===== src/rtl/lcd_cmd_regbank_if.sv =====
// Bus bundle between the switch/LED/LCD debug harness and lcd_cmd_regbank.
// Carries the switch bank in, and the LED value plus every LCD debug field out.
//   slave  : the register bank (consumes SWI, drives everything else)
//   master : the board/testbench side (drives SWI, observes the rest)
interface lcd_cmd_regbank_if #(
    parameter int NBITS       = 8,
    parameter int NREGS       = 32,
    parameter int NINSTR_BITS = 32
);
    logic [NBITS-1:0]       SWI;
    logic [NBITS-1:0]       LED;
    logic [NINSTR_BITS-1:0] lcd_instruction;
    logic [NBITS-1:0]       lcd_registrador [0:NREGS-1];
    logic [NBITS-1:0]       lcd_pc;
    logic [NBITS-1:0]       lcd_SrcA;
    logic [NBITS-1:0]       lcd_SrcB;
    logic [NBITS-1:0]       lcd_ALUResult;
    logic [NBITS-1:0]       lcd_Result;
    logic [NBITS-1:0]       lcd_WriteData;
    logic [NBITS-1:0]       lcd_ReadData;
    logic                   lcd_MemWrite;
    logic                   lcd_Branch;
    logic                   lcd_MemtoReg;
    logic                   lcd_RegWrite;

    modport slave (
        input  SWI,
        output LED, lcd_instruction, lcd_registrador, lcd_pc, lcd_SrcA, lcd_SrcB,
               lcd_ALUResult, lcd_Result, lcd_WriteData, lcd_ReadData,
               lcd_MemWrite, lcd_Branch, lcd_MemtoReg, lcd_RegWrite
    );

    modport master (
        output SWI,
        input  LED, lcd_instruction, lcd_registrador, lcd_pc, lcd_SrcA, lcd_SrcB,
               lcd_ALUResult, lcd_Result, lcd_WriteData, lcd_ReadData,
               lcd_MemWrite, lcd_Branch, lcd_MemtoReg, lcd_RegWrite
    );
endinterface


===== src/rtl/lcd_cmd_regbank.sv =====
// Switch-driven register bank feeding the LCD debug bus.
// A debounced press of SWI[NBITS-1] executes one 2-bit command
// (SELECT / LOAD / ADD / STEP) on an NREGS-entry register bank; every LCD
// field shows live registered state.
// Ports:
//   clk_2   : sole clock, rising edge
//   reset_n : asynchronous active-low reset
//   bus     : lcd_cmd_regbank_if.slave (SWI in; LED and lcd_* out)
module lcd_cmd_regbank #(
    parameter int NBITS       = 8,
    parameter int NREGS       = 32,
    parameter int NINSTR_BITS = 32,
    parameter int DEBOUNCE    = 4,
    parameter bit R0_ZERO     = 1'b1
) (
    input  logic              clk_2,
    input  logic              reset_n,
    lcd_cmd_regbank_if.slave  bus
);
    localparam int OPW  = NBITS - 3;
    localparam int CW   = NINSTR_BITS - NBITS;
    localparam int SELW = (NREGS > 1) ? $clog2(NREGS) : 1;
    localparam int CNTW = (DEBOUNCE > 1) ? $clog2(DEBOUNCE) : 1;
    localparam logic [NBITS:0]    NREGS_W = (NBITS+1)'(NREGS);
    localparam logic [CNTW-1:0]   CNT_MAX = CNTW'(DEBOUNCE - 1);

    typedef enum logic [1:0] {
        OP_SELECT = 2'b00,
        OP_LOAD   = 2'b01,
        OP_ADD    = 2'b10,
        OP_STEP   = 2'b11
    } opcode_t;

    // input path
    logic [NBITS-1:0] s_meta, s;
    logic             stb_stable;
    logic [CNTW-1:0]  cnt;
    logic             debouncing;
    logic [NBITS-1:0] cmd_reg;
    logic             exec_pend;

    // architectural state
    logic [NBITS-1:0] regs [0:NREGS-1];
    logic [SELW-1:0]  sel;
    logic [NBITS-1:0] pc;
    logic [CW-1:0]    cmd_count;

    // last-command debug registers
    logic [NBITS-1:0] src_a, src_b, alu_result;
    logic             mem_to_reg, branch, reg_write;

    // execute datapath
    opcode_t          opc;
    logic [NBITS-1:0] op_ext, cur, res;
    logic [SELW-1:0]  sel_nxt;
    logic [NBITS-1:0] pc_nxt;
    logic             wr_en;

    assign opc    = opcode_t'(cmd_reg[NBITS-2:NBITS-3]);
    assign op_ext = NBITS'(cmd_reg[OPW-1:0]);
    assign cur    = regs[sel];

    always_comb begin
        sel_nxt = sel;
        pc_nxt  = pc;
        res     = op_ext;
        wr_en   = 1'b0;
        unique case (opc)
            OP_SELECT: begin
                // out-of-range index is silently ignored
                if ({1'b0, op_ext} < NREGS_W) sel_nxt = cmd_reg[SELW-1:0];
                res = NBITS'(sel_nxt);
            end
            OP_LOAD: begin
                res   = op_ext;
                wr_en = 1'b1;
            end
            OP_ADD: begin
                res   = cur + op_ext;
                wr_en = 1'b1;
            end
            OP_STEP: begin
                pc_nxt = pc + NBITS'(4);
                res    = pc_nxt;
            end
            default: ;
        endcase
        // hard-wired zero register: result still reported, write dropped
        if (R0_ZERO && (sel == '0)) wr_en = 1'b0;
    end

    always_ff @(posedge clk_2 or negedge reset_n) begin
        if (!reset_n) begin
            s_meta     <= '0;
            s          <= '0;
            stb_stable <= 1'b0;
            cnt        <= '0;
            debouncing <= 1'b0;
            cmd_reg    <= '0;
            exec_pend  <= 1'b0;
            sel        <= '0;
            pc         <= '0;
            cmd_count  <= '0;
            src_a      <= '0;
            src_b      <= '0;
            alu_result <= '0;
            mem_to_reg <= 1'b0;
            branch     <= 1'b0;
            reg_write  <= 1'b0;
            for (int i = 0; i < NREGS; i++) regs[i] <= '0;
        end else begin
            s_meta    <= bus.SWI;
            s         <= s_meta;
            exec_pend <= 1'b0;

            // debounce: flip after DEBOUNCE consecutive disagreeing cycles
            if (s[NBITS-1] == stb_stable) begin
                cnt        <= '0;
                debouncing <= 1'b0;
            end else if (cnt == CNT_MAX) begin
                stb_stable <= s[NBITS-1];
                cnt        <= '0;
                debouncing <= 1'b0;
                if (s[NBITS-1]) begin
                    // snapshot opcode/operand together with the press
                    cmd_reg   <= s;
                    exec_pend <= 1'b1;
                end
            end else begin
                cnt        <= cnt + 1'b1;
                debouncing <= 1'b1;
            end

            if (exec_pend) begin
                sel        <= sel_nxt;
                pc         <= pc_nxt;
                cmd_count  <= cmd_count + 1'b1;
                src_a      <= cur;
                src_b      <= op_ext;
                alu_result <= res;
                mem_to_reg <= (opc == OP_LOAD);
                branch     <= (opc == OP_STEP);
                reg_write  <= wr_en;
                if (wr_en) regs[sel] <= res;
            end
        end
    end

    assign bus.LED             = cur;
    assign bus.lcd_ReadData    = cur;
    assign bus.lcd_instruction = {cmd_count, cmd_reg};
    assign bus.lcd_pc          = pc;
    assign bus.lcd_SrcA        = src_a;
    assign bus.lcd_SrcB        = src_b;
    assign bus.lcd_WriteData   = src_b;
    assign bus.lcd_ALUResult   = alu_result;
    assign bus.lcd_Result      = alu_result;
    assign bus.lcd_MemWrite    = debouncing;
    assign bus.lcd_Branch      = branch;
    assign bus.lcd_MemtoReg    = mem_to_reg;
    assign bus.lcd_RegWrite    = reg_write;

    for (genvar g = 0; g < NREGS; g++) begin : g_reg_out
        assign bus.lcd_registrador[g] = regs[g];
    end
endmodule


===== src/flat_wrapper.sv =====
// flat-port wrapper written by rule: the top's interface ports become plain ports
module lcd_cmd_regbank_flat 
#(
    parameter int NBITS       = 8,
    parameter int NREGS       = 32,
    parameter int NINSTR_BITS = 32,
    parameter int DEBOUNCE    = 4,
    parameter bit R0_ZERO     = 1'b1
)
  (clk_2, reset_n, bus_SWI, bus_LED, bus_lcd_instruction, bus_lcd_registrador, bus_lcd_pc, bus_lcd_SrcA, bus_lcd_SrcB, bus_lcd_ALUResult, bus_lcd_Result, bus_lcd_WriteData, bus_lcd_ReadData, bus_lcd_MemWrite, bus_lcd_Branch, bus_lcd_MemtoReg, bus_lcd_RegWrite);
  lcd_cmd_regbank_if #(.NBITS(NBITS), .NREGS(NREGS), .NINSTR_BITS(NINSTR_BITS)) bus_i ();
  input  logic clk_2;
  input  logic reset_n;
  input wire logic [$bits(bus_i.SWI)-1:0] bus_SWI;
  output wire logic [$bits(bus_i.LED)-1:0] bus_LED;
  output wire logic [$bits(bus_i.lcd_instruction)-1:0] bus_lcd_instruction;
  output wire logic [$bits(bus_i.lcd_registrador)-1:0] bus_lcd_registrador;
  output wire logic [$bits(bus_i.lcd_pc)-1:0] bus_lcd_pc;
  output wire logic [$bits(bus_i.lcd_SrcA)-1:0] bus_lcd_SrcA;
  output wire logic [$bits(bus_i.lcd_SrcB)-1:0] bus_lcd_SrcB;
  output wire logic [$bits(bus_i.lcd_ALUResult)-1:0] bus_lcd_ALUResult;
  output wire logic [$bits(bus_i.lcd_Result)-1:0] bus_lcd_Result;
  output wire logic [$bits(bus_i.lcd_WriteData)-1:0] bus_lcd_WriteData;
  output wire logic [$bits(bus_i.lcd_ReadData)-1:0] bus_lcd_ReadData;
  output wire logic [$bits(bus_i.lcd_MemWrite)-1:0] bus_lcd_MemWrite;
  output wire logic [$bits(bus_i.lcd_Branch)-1:0] bus_lcd_Branch;
  output wire logic [$bits(bus_i.lcd_MemtoReg)-1:0] bus_lcd_MemtoReg;
  output wire logic [$bits(bus_i.lcd_RegWrite)-1:0] bus_lcd_RegWrite;
  assign bus_i.SWI = bus_SWI;
  assign bus_LED = bus_i.LED;
  assign bus_lcd_instruction = bus_i.lcd_instruction;
  assign bus_lcd_registrador = {>>{bus_i.lcd_registrador}};
  assign bus_lcd_pc = bus_i.lcd_pc;
  assign bus_lcd_SrcA = bus_i.lcd_SrcA;
  assign bus_lcd_SrcB = bus_i.lcd_SrcB;
  assign bus_lcd_ALUResult = bus_i.lcd_ALUResult;
  assign bus_lcd_Result = bus_i.lcd_Result;
  assign bus_lcd_WriteData = bus_i.lcd_WriteData;
  assign bus_lcd_ReadData = bus_i.lcd_ReadData;
  assign bus_lcd_MemWrite = bus_i.lcd_MemWrite;
  assign bus_lcd_Branch = bus_i.lcd_Branch;
  assign bus_lcd_MemtoReg = bus_i.lcd_MemtoReg;
  assign bus_lcd_RegWrite = bus_i.lcd_RegWrite;
  lcd_cmd_regbank #(.NBITS(NBITS), .NREGS(NREGS), .NINSTR_BITS(NINSTR_BITS), .DEBOUNCE(DEBOUNCE), .R0_ZERO(R0_ZERO)) u_core (.clk_2(clk_2), .reset_n(reset_n), .bus(bus_i));
endmodule

===== config.mk =====
export PLATFORM = sky130hd
export DESIGN_NAME = lcd_cmd_regbank_flat
export DESIGN_NICKNAME = d
export VERILOG_FILES = /design/src/rtl/lcd_cmd_regbank_if.sv /design/src/rtl/lcd_cmd_regbank.sv /design/src/flat_wrapper.sv
export SDC_FILE = /design/constraint.sdc
export NUM_CORES = 1
export LEC_CHECK = 0
export CAP_MARGIN = 20
export CORE_AREA = 2 2 173 175
export DETAILED_ROUTE_END_ITERATION = 10
export DIE_AREA = 0 0 175 177
export PLACE_DENSITY = 0.82
export RECOVER_POWER = 50
export SLEW_MARGIN = 10
export SYNTH_ARGS = -nofsm -noshare
export SYNTH_HDL_FRONTEND = slang
export SYNTH_SLANG_ARGS = --single-unit

===== constraint.sdc =====
create_clock -name clk_2 -period 13.6 [get_ports clk_2]
set_input_delay 1.36 -clock clk_2 [delete_from_list [all_inputs] [get_ports clk_2]]
set_output_delay 1.36 -clock clk_2 [all_outputs]
set_load 0.05 [all_outputs]

==> out/summary.log, run 1 <==
INFO  run_status     run_status=complete, but fails checks
INFO  run_status     violations=max-capacitance violations, max-slew violations
INFO  logic_synthesis yosys_register_bits=344
INFO  layout         diodes=0
INFO  logic_synthesis synth_edf_count=0
INFO  worst_hold_path holdCritPathClass=flop to flop
INFO  clocking       cts_root_buffer=sky130_fd_sc_hd__clkbuf_16
INFO  timing         timing_max_transition_violations_final=44
INFO  logic_synthesis synth.avg_cell_area=11.5um^2
INFO  timing         setup_tns=0ps
INFO  layout         largest_register_ff_count=256
INFO  logic_synthesis postSynth.topFlopCell=sky130_fd_sc_hd__dfrtp_1
INFO  routing        number_of_drc_markers_after_the_initial_detailed_route_iteration=1,439
INFO  floorplanning  core.rowCount=63
INFO  global_routing grt_antenna_before_repair=0
INFO  clocking       cts_setup_buffers=0
INFO  setup_path     timing.critical_path.to_type=primary output
INFO  power_and_ir_drop power.total=2.98mW
INFO  clocking       cts-root-to-sink-buffers=3
INFO  logic_synthesis mappedNetlistArea=0.0155mm^2
INFO  placement      place_congestion=0.898
INFO  logic_synthesis yosys.cell_types.count=64
INFO  timing         timing.final.ws_setup=7670ps
INFO  timing         layout_worst_path_cycle_share=0.436
INFO  floorplanning  dieArea=0.0310mm^2
INFO  setup_path     worst_r2r_startpoint=u_core.sel[0]$_DFFE_PN0P_
INFO  floorplanning  ios=366
INFO  logic_synthesis synth.top_cells.by_area=sky130_fd_sc_hd__dfrtp_1 (56%), sky130_fd_sc_hd__mux2_2 (6.3%), sky130_fd_sc_hd__mux4_2 (6.3%)
INFO  global_routing grt_pass1_wl=74,900um
INFO  routing        route.detailed.vias_per_inst=5.99
INFO  logic_synthesis mapped_cells=1,343
INFO  worst_hold_path holdCritStartpoint=u_core.s_meta[5]$_DFF_PN0_
INFO  flow_run       cap_violations=1
INFO  setup_path     critical_setup_path_class=flop to primary output
INFO  logic_synthesis synthDominantCellAreaShare=0.557
INFO  timing         report.final.hold_viol_count=0
INFO  placement      pre_cts_slack=7860ps
INFO  logic_synthesis synth-async-reset-ratio=1.00
INFO  routing        wire_per_inst=24.0um
INFO  timing         max_freq=169MHz
INFO  clocking       post_cts.resized_instances=0
INFO  clocking       cts_tree=done
INFO  clocking       clock-sinks=344
INFO  layout         layout.filler_cells=2,009
INFO  logic_synthesis synth_top_cells_by_count=sky130_fd_sc_hd__dfrtp_1 (344), sky130_fd_sc_hd__nor2_1 (165), sky130_fd_sc_hd__a21oi_1 (135), sky130_fd_sc_hd__nand2_1 (117), sky130_fd_sc_hd__mux2_2 (87)
INFO  power_and_ir_drop power.density=146mW/mm^2
INFO  routing        post-route-drc-count=0
INFO  timing         grt_setup_unrepaired=no
INFO  routing        dr_total_vias=12,400
INFO  setup_path     crit_path_start=u_core.sel[0]$_DFFE_PN0P_
INFO  clocking       htree_levels=2
INFO  global_routing grt_use_total=0.320
INFO  floorplanning  core_footprint=0.0292mm^2
INFO  timing         timing.final.setup_violations=0
INFO  placement      place.detailed.instances=1,997
INFO  logic_synthesis synth.yosys.seq_area_share=0.557
INFO  placement      port-buffer-count=357
INFO  clocking       post_cts_hold_buffer_count=0
INFO  routing        drtPass1Iterations=6
INFO  setup_path     worstPathMaxFanout=47
INFO  clocking       clock_insertion_delay_worst_skew=520ps
INFO  floorplanning  die_h=177um
INFO  timing         tightest_slew=2350ps
INFO  logic_synthesis synth.yosys.warnings=0
INFO  routing        total_detailed_routing_wirelength=49,500um
INFO  power_and_ir_drop total_leakage_power=9.21nW
INFO  setup_path     worst_ep_required_time=12,240ps
INFO  global_routing globalRoute.totalOverflow=0
INFO  layout         area.growth.synth_to_final=32.0%
INFO  clocking       tritoncts.num_buffers=36
INFO  logic_synthesis yosysTopAreaCell=sky130_fd_sc_hd__dfrtp_1
INFO  global_routing first_global_vias=12,100
INFO  setup_path     worstSetupStartpointType=flop
INFO  setup_path     critPathArrivalTime=4570ps
INFO  floorplanning  initial_utilization=0.529
INFO  layout         drive_gt1_frac=0.147
INFO  timing         finalCriticalPeriod=5930ps
INFO  floorplanning  die_w=175um
INFO  placement      dp.final_hpwl=34,900um
INFO  layout         final_nets=1,677
INFO  clocking       path_clk_slew=60ps
INFO  global_routing grt_start_max_net_pins=203
INFO  timing         finClkSkew=12.7ps
INFO  logic_synthesis most_used_standard_cell_by_instance_count_after_synthesis=sky130_fd_sc_hd__dfrtp_1
INFO  routing        antenna_left=0
INFO  layout         post_layout_nonfiller_instances=2,066
INFO  power_and_ir_drop vdd_ir_drop_max=0.0950mV
INFO  timing         slew_headroom=-0.564
==> cell families (layout without fill, tap and decap cells) <==
logic type               count (synthesis)  in the layout  share of synthesized area
other                                    1              8                   0.000242
buffers and inverters                  142            468                     0.0478
multiplexers                           172            172                      0.162
adder cells (fa/ha/maj)                 14             14                     0.0118
AND/OR/NAND/NOR                        369            369                      0.103
AO/OA/AOI/OAI                          264            264                     0.0982
flip-flops                             344            344                      0.557
XOR/XNOR                                37             37                     0.0210
==> path summary, 6_finish.rpt <==
path                                                                    end  slack (ps)  cells after the start
worst max register to register  u_core.bus.lcd_registrador[109]$_DFFE_PN0P_        8160                     15
worst min-delay path                                  u_core.s[5]$_DFF_PN0_         350                      0
max in group asynchronous                         u_core.sel[1]$_DFFE_PN0P_       10950                      2
worst max-delay path                                    bus_lcd_ReadData[0]        7670                      7
worst min register to register                        u_core.s[5]$_DFF_PN0_         350                      0
min in group asynchronous        u_core.bus.lcd_registrador[79]$_DFFE_PN0P_         940                      1
==> metal layers <==
layer	track usage	wire, um
met5	0	0
met4	0.126	2000
met3	0.0793	5150
met2	0.508	23700
met1	0.429	18600
==> layout by cell type, fill, tap and decap left out, drive strengths merged, types with 37 or more instances in the layout <==
| master | count |
|---|---|
| a21oi | 135 |
| buf | 37 |
| clkbuf | 54 |
| clkdlybuf4s50 | 254 |
| dfrtp | 344 |
| dlygate4sd3 | 102 |
| mux2 | 91 |
| mux4 | 50 |
| nand2 | 117 |
| nor2 | 165 |
| o21ai | 78 |
==> area by class of cell <==
cell class | instances | area [um^2] | share of cell area
timing repair buffer | 394 | 3900 | 0.191
clock inverter | 8 | 105 | 0.00515
tap | 390 | 488 | 0.0239
sequential | 344 | 8620 | 0.422
clock buffer | 53 | 1070 | 0.0523
multi-input combinational | 864 | 6200 | 0.303
inverter | 13 | 48.8 | 0.00239
==> power breakdown <==
group	internal, mW	leakage (nW)	switching, mW	total (mW)
clock	0.582	0.577	0.402	0.984
combinational	0.245	3.91	0.586	0.831
sequential	1.08	4.73	0.0820	1.16
total	1.91	9.21	1.07	2.98
==> critical path, cell delays in order (launching register included) <==
cell and delay, ps:
sky130_fd_sc_hd__dfrtp_4 840, sky130_fd_sc_hd__buf_4 650, sky130_fd_sc_hd__mux4_2 600, sky130_fd_sc_hd__a22oi_1 270, sky130_fd_sc_hd__a21oi_1 110, sky130_fd_sc_hd__a311oi_1 390, sky130_fd_sc_hd__o21ai_0 330, sky130_fd_sc_hd__clkdlybuf4s50_1 820
==> metrics by stage <==
stage | hold WS [ps] | area (um^2) | utilization
floorplan | 331 | 15500 | -
global placement | 334 | 19100 | 0.654
detailed placement | 336 | 19200 | 0.655
CTS | 343 | 20300 | 0.695
global route | 355 | 20400 | 0.698
finish | 347 | 20400 | 0.698
Note: power is estimated with default switching activity, not from simulation.
==> run 2: changes to the inputs <==
--- a/config.mk
+++ b/config.mk
@@ -6,10 +6,10 @@
 export NUM_CORES = 1
 export LEC_CHECK = 0
 export CAP_MARGIN = 20
-export CORE_AREA = 2 2 173 175
+export CORE_AREA = 2 2 189 191
 export DETAILED_ROUTE_END_ITERATION = 10
-export DIE_AREA = 0 0 175 177
-export PLACE_DENSITY = 0.82
+export DIE_AREA = 0 0 191 193
+export PLACE_DENSITY = 0.72
 export RECOVER_POWER = 50
 export SLEW_MARGIN = 10
 export SYNTH_ARGS = -nofsm -noshare
==> constraint.sdc (replaced) <==
create_clock -name clk_2 -period 5.1 [get_ports clk_2]
set_input_delay 0.51 -clock clk_2 [delete_from_list [all_inputs] [get_ports clk_2]]
set_output_delay 0.51 -clock clk_2 [all_outputs]
set_load 0.05 [all_outputs]
==> run 2 against run 1 <==
  * Worst setup slack got worse by 7200 ps
  * Sequential power increased to 2.7 times the previous value
  * Clock power increased to 2.7 times the previous value
  * Via count decreased by 0.86%
  * The run still ends with max-capacitance violations, max-slew violations left
  * Wire length increased by 8.7%
  * Largest cell class unchanged
  * Count of clock-buffer cells in the layout unchanged
  * Core utilization decreased by 11 points
  * Sequential share of layout area decreased by 0.30 points
  * Combinational power increased to 2.7 times the previous value
  * Clock skew increased by 6.0 ps
  * Worst hold slack about the same
==> out/summary.log, run 2 (synthesized netlist as in run 1, its figures left out) <==
INFO  timing         max_freq=214MHz
INFO  clocking       cts_root_buffer=sky130_fd_sc_hd__clkbuf_16
INFO  routing        total_detailed_routing_wirelength=53,800um [+8.7%]
INFO  power_and_ir_drop vdd_ir_drop_max=0.374mV [+290%]
INFO  timing         layout_worst_path_cycle_share=0.916
INFO  setup_path     critical_path.max_stage_delay=810ps [-30 ps]
INFO  setup_path     crit_chain=buf_4, buf_4, mux4_1, mux2_2, a221o_1, clkdlybuf4s50_1
INFO  clocking       path_clk_slew=60ps [about the same]
INFO  routing        drtPass1Iterations=6 [unchanged]
INFO  run_status     violations=max-capacitance violations, max-slew violations
INFO  worst_hold_path holdCritPathClass=flop to flop
INFO  layout         drive_gt1_frac=0.151 [+0.00360]
INFO  global_routing grt_use_total=0.292 [-0.0277]
INFO  setup_path     worst_r2r_startpoint=u_core.sel[0]$_DFFE_PN0P_
INFO  timing         grt_setup_unrepaired=no
INFO  setup_path     crit_path_start=u_core.sel[0]$_DFFE_PN0P_
INFO  layout         diodes=0 [unchanged]
INFO  layout         final_common_cell=sky130_fd_sc_hd__dfrtp_1
INFO  setup_path     timing.critical_path.mode_cell=sky130_fd_sc_hd__buf_4
INFO  worst_hold_path holdCritStartpoint=u_core.s_meta[7]$_DFF_PN0_
INFO  layout         largest_register_ff_count=256 [unchanged]
INFO  timing         timing_max_transition_violations_final=364 [+730%]
INFO  placement      place.detailed.instances=2,081 [+4.2%]
INFO  floorplanning  dieArea=0.0369mm^2 [+19%]
INFO  timing         report.final.hold_viol_count=0 [unchanged]
INFO  timing         timing.final.setup_violations=0 [unchanged]
INFO  routing        wire_per_inst=25.0um [+4.4%]
INFO  clocking       clock_insertion_delay_worst_skew=540ps [+20 ps]
INFO  global_routing grt_antenna_before_repair=0 [unchanged]
INFO  floorplanning  core_footprint=0.0350mm^2 [+20%]
INFO  timing         setup_tns=0ps [unchanged]
INFO  clocking       post_cts.resized_instances=0 [unchanged]
INFO  setup_path     worst_ep_required_time=4590ps [-7650 ps]
INFO  global_routing first_global_vias=12,100 [-0.30%]
INFO  timing         finalCriticalPeriod=4670ps
INFO  clocking       tritoncts.num_buffers=38 [+5.6%]
INFO  placement      pre_cts_slack=153ps [-7710 ps]
INFO  setup_path     critical_setup_path_class=flop to primary output
INFO  placement      dp.final_hpwl=38,900um [+11%]
INFO  clocking       cts_setup_buffers=0 [unchanged]
INFO  setup_path     critPathArrivalTime=4160ps [-410 ps]
INFO  run_status     run_status=complete, but fails checks
INFO  routing        number_of_drc_markers_after_the_initial_detailed_route_iteration=1,175 [-18%]
INFO  routing        route.detailed.vias_per_inst=5.71 [-4.7%]
INFO  routing        dr_total_vias=12,300 [-0.86%]
INFO  timing         finClkSkew=18.7ps [+5.96 ps]
INFO  flow_run       cap_violations=3 [+2]
INFO  power_and_ir_drop total_leakage_power=9.28nW [+0.69%]
INFO  layout         area.growth.synth_to_final=33.0%
INFO  clocking       clock-sinks=344 [unchanged]
INFO  layout         post_layout_nonfiller_instances=2,150 [+4.1%]
INFO  setup_path     timing.critical_path.to_type=primary output
INFO  setup_path     worstPathMaxFanout=33 [-30%]
INFO  floorplanning  die_w=191um [+9.1%]
INFO  timing         tightest_slew=2800ps [+451 ps]
INFO  clocking       cts-root-to-sink-buffers=3 [unchanged]
INFO  routing        antenna_left=0 [unchanged]
INFO  floorplanning  die_h=193um [+9.0%]
INFO  floorplanning  ios=366 [unchanged]
INFO  global_routing grt_pass1_wl=79,100um [+5.6%]
INFO  floorplanning  core.rowCount=69 [+9.5%]
INFO  placement      placement.cell_area=0.0194mm^2 [+1.0%]
INFO  timing         slew_headroom=-0.864 [-0.301]
INFO  clocking       htree_levels=2 [unchanged]
INFO  timing         timing.final.ws_setup=430ps [-7240 ps]
INFO  clocking       post_cts_hold_buffer_count=0 [unchanged]
INFO  setup_path     cpMaxStageDelayCell=sky130_fd_sc_hd__dfrtp_4
INFO  power_and_ir_drop power.density=393mW/mm^2 [+170%]
INFO  global_routing grt_start_max_net_pins=131 [-35%]
INFO  setup_path     worstSetupStartpointType=flop
INFO  floorplanning  initial_utilization=0.442 [-0.0865]
INFO  layout         most_used_cells_in_the_layout_excluding_fill_and_tap_cells=sky130_fd_sc_hd__dfrtp_1 (342), sky130_fd_sc_hd__clkdlybuf4s50_1 (245), sky130_fd_sc_hd__nor2_1 (165)
INFO  timing         holdWs=347ps [+0.298 ps]
INFO  global_routing globalRoute.totalOverflow=0 [unchanged]
INFO  placement      port-buffer-count=357 [unchanged]
INFO  layout         design_area=0.0206mm^2 [+0.70%]
INFO  layout         final_nets=1,688 [+0.66%]
INFO  routing        post-route-drc-count=0 [unchanged]
INFO  placement      place_congestion=0.875 [-2.5%]
INFO  clocking       cts_tree=done
[run 2: cell types whose count changed in the layout (fill, tap and decap cells not counted), sizes merged]
cell	before	now
inv	14	15
clkinvlp	0	3
dlygate4sd3	102	111
clkbuf	54	57
buf	37	43
clkdlybuf4s50	254	245
[run 2: worst paths after layout]
check / to / slack [ps] / cells past startpoint
max: bus_lcd_ReadData[7] / 430 / 6
min: u_core.s[7]$_DFF_PN0_ / 350 / 0
max reg2reg: u_core.bus.lcd_registrador[70]$_DFFE_PN0P_ / 450 / 15
min reg2reg: u_core.s[7]$_DFF_PN0_ / 350 / 0
max in group asynchronous: u_core.bus.lcd_registrador[204]$_DFFE_PN0P_ / 1080 / 2
min in group asynchronous: u_core.bus.lcd_registrador[55]$_DFFE_PN0P_ / 860 / 1
[run 2: through the flow]
step | total power [mW] | util
floorplan | 4.62 | -
global placement | 5.43 | 0.552
detailed placement | 5.46 | 0.554
global route | 8.38 | 0.588
CTS | 8.14 | 0.588
finish | 8.08 | 0.588
[run 2: report_power, final]
part	switching (mW)	internal, mW	leakage (nW)
Combinational	1.59	0.671	3.96
Sequential	0.247	2.87	4.73
Clock	1.12	1.57	0.584
[run 2: area by class of cell]
type | instances | area (um^2)
Multi-Input combinational cell | 864 | 6170
Clock buffer | 53 | 1070
Clock inverter | 12 | 136
Inverter | 13 | 48.8
Sequential cell | 344 | 8620
Timing Repair Buffer | 403 | 3950
Fill cell | 2859 | 14400
Tap cell | 461 | 577
[run 2: worst max-delay path: cells and delay by family, from the launching register on]
kind | cells | cell delay [ps]
flip-flops | 1 | 810
buffers and inverters | 3 | 1350
AO/OA/AOI/OAI | 1 | 490
multiplexers | 2 | 940
[run 2: per-layer routing]
layer | GRT usage | routed length [um] | vias to the layer above
met3 | 0.0818 | 5230 | 96
met1 | 0.379 | 21000 | 6201
met5 | 0 | 0 | -
li1 | - | - | 5321
met2 | 0.474 | 25800 | 648
met4 | 0.102 | 1790 | 0
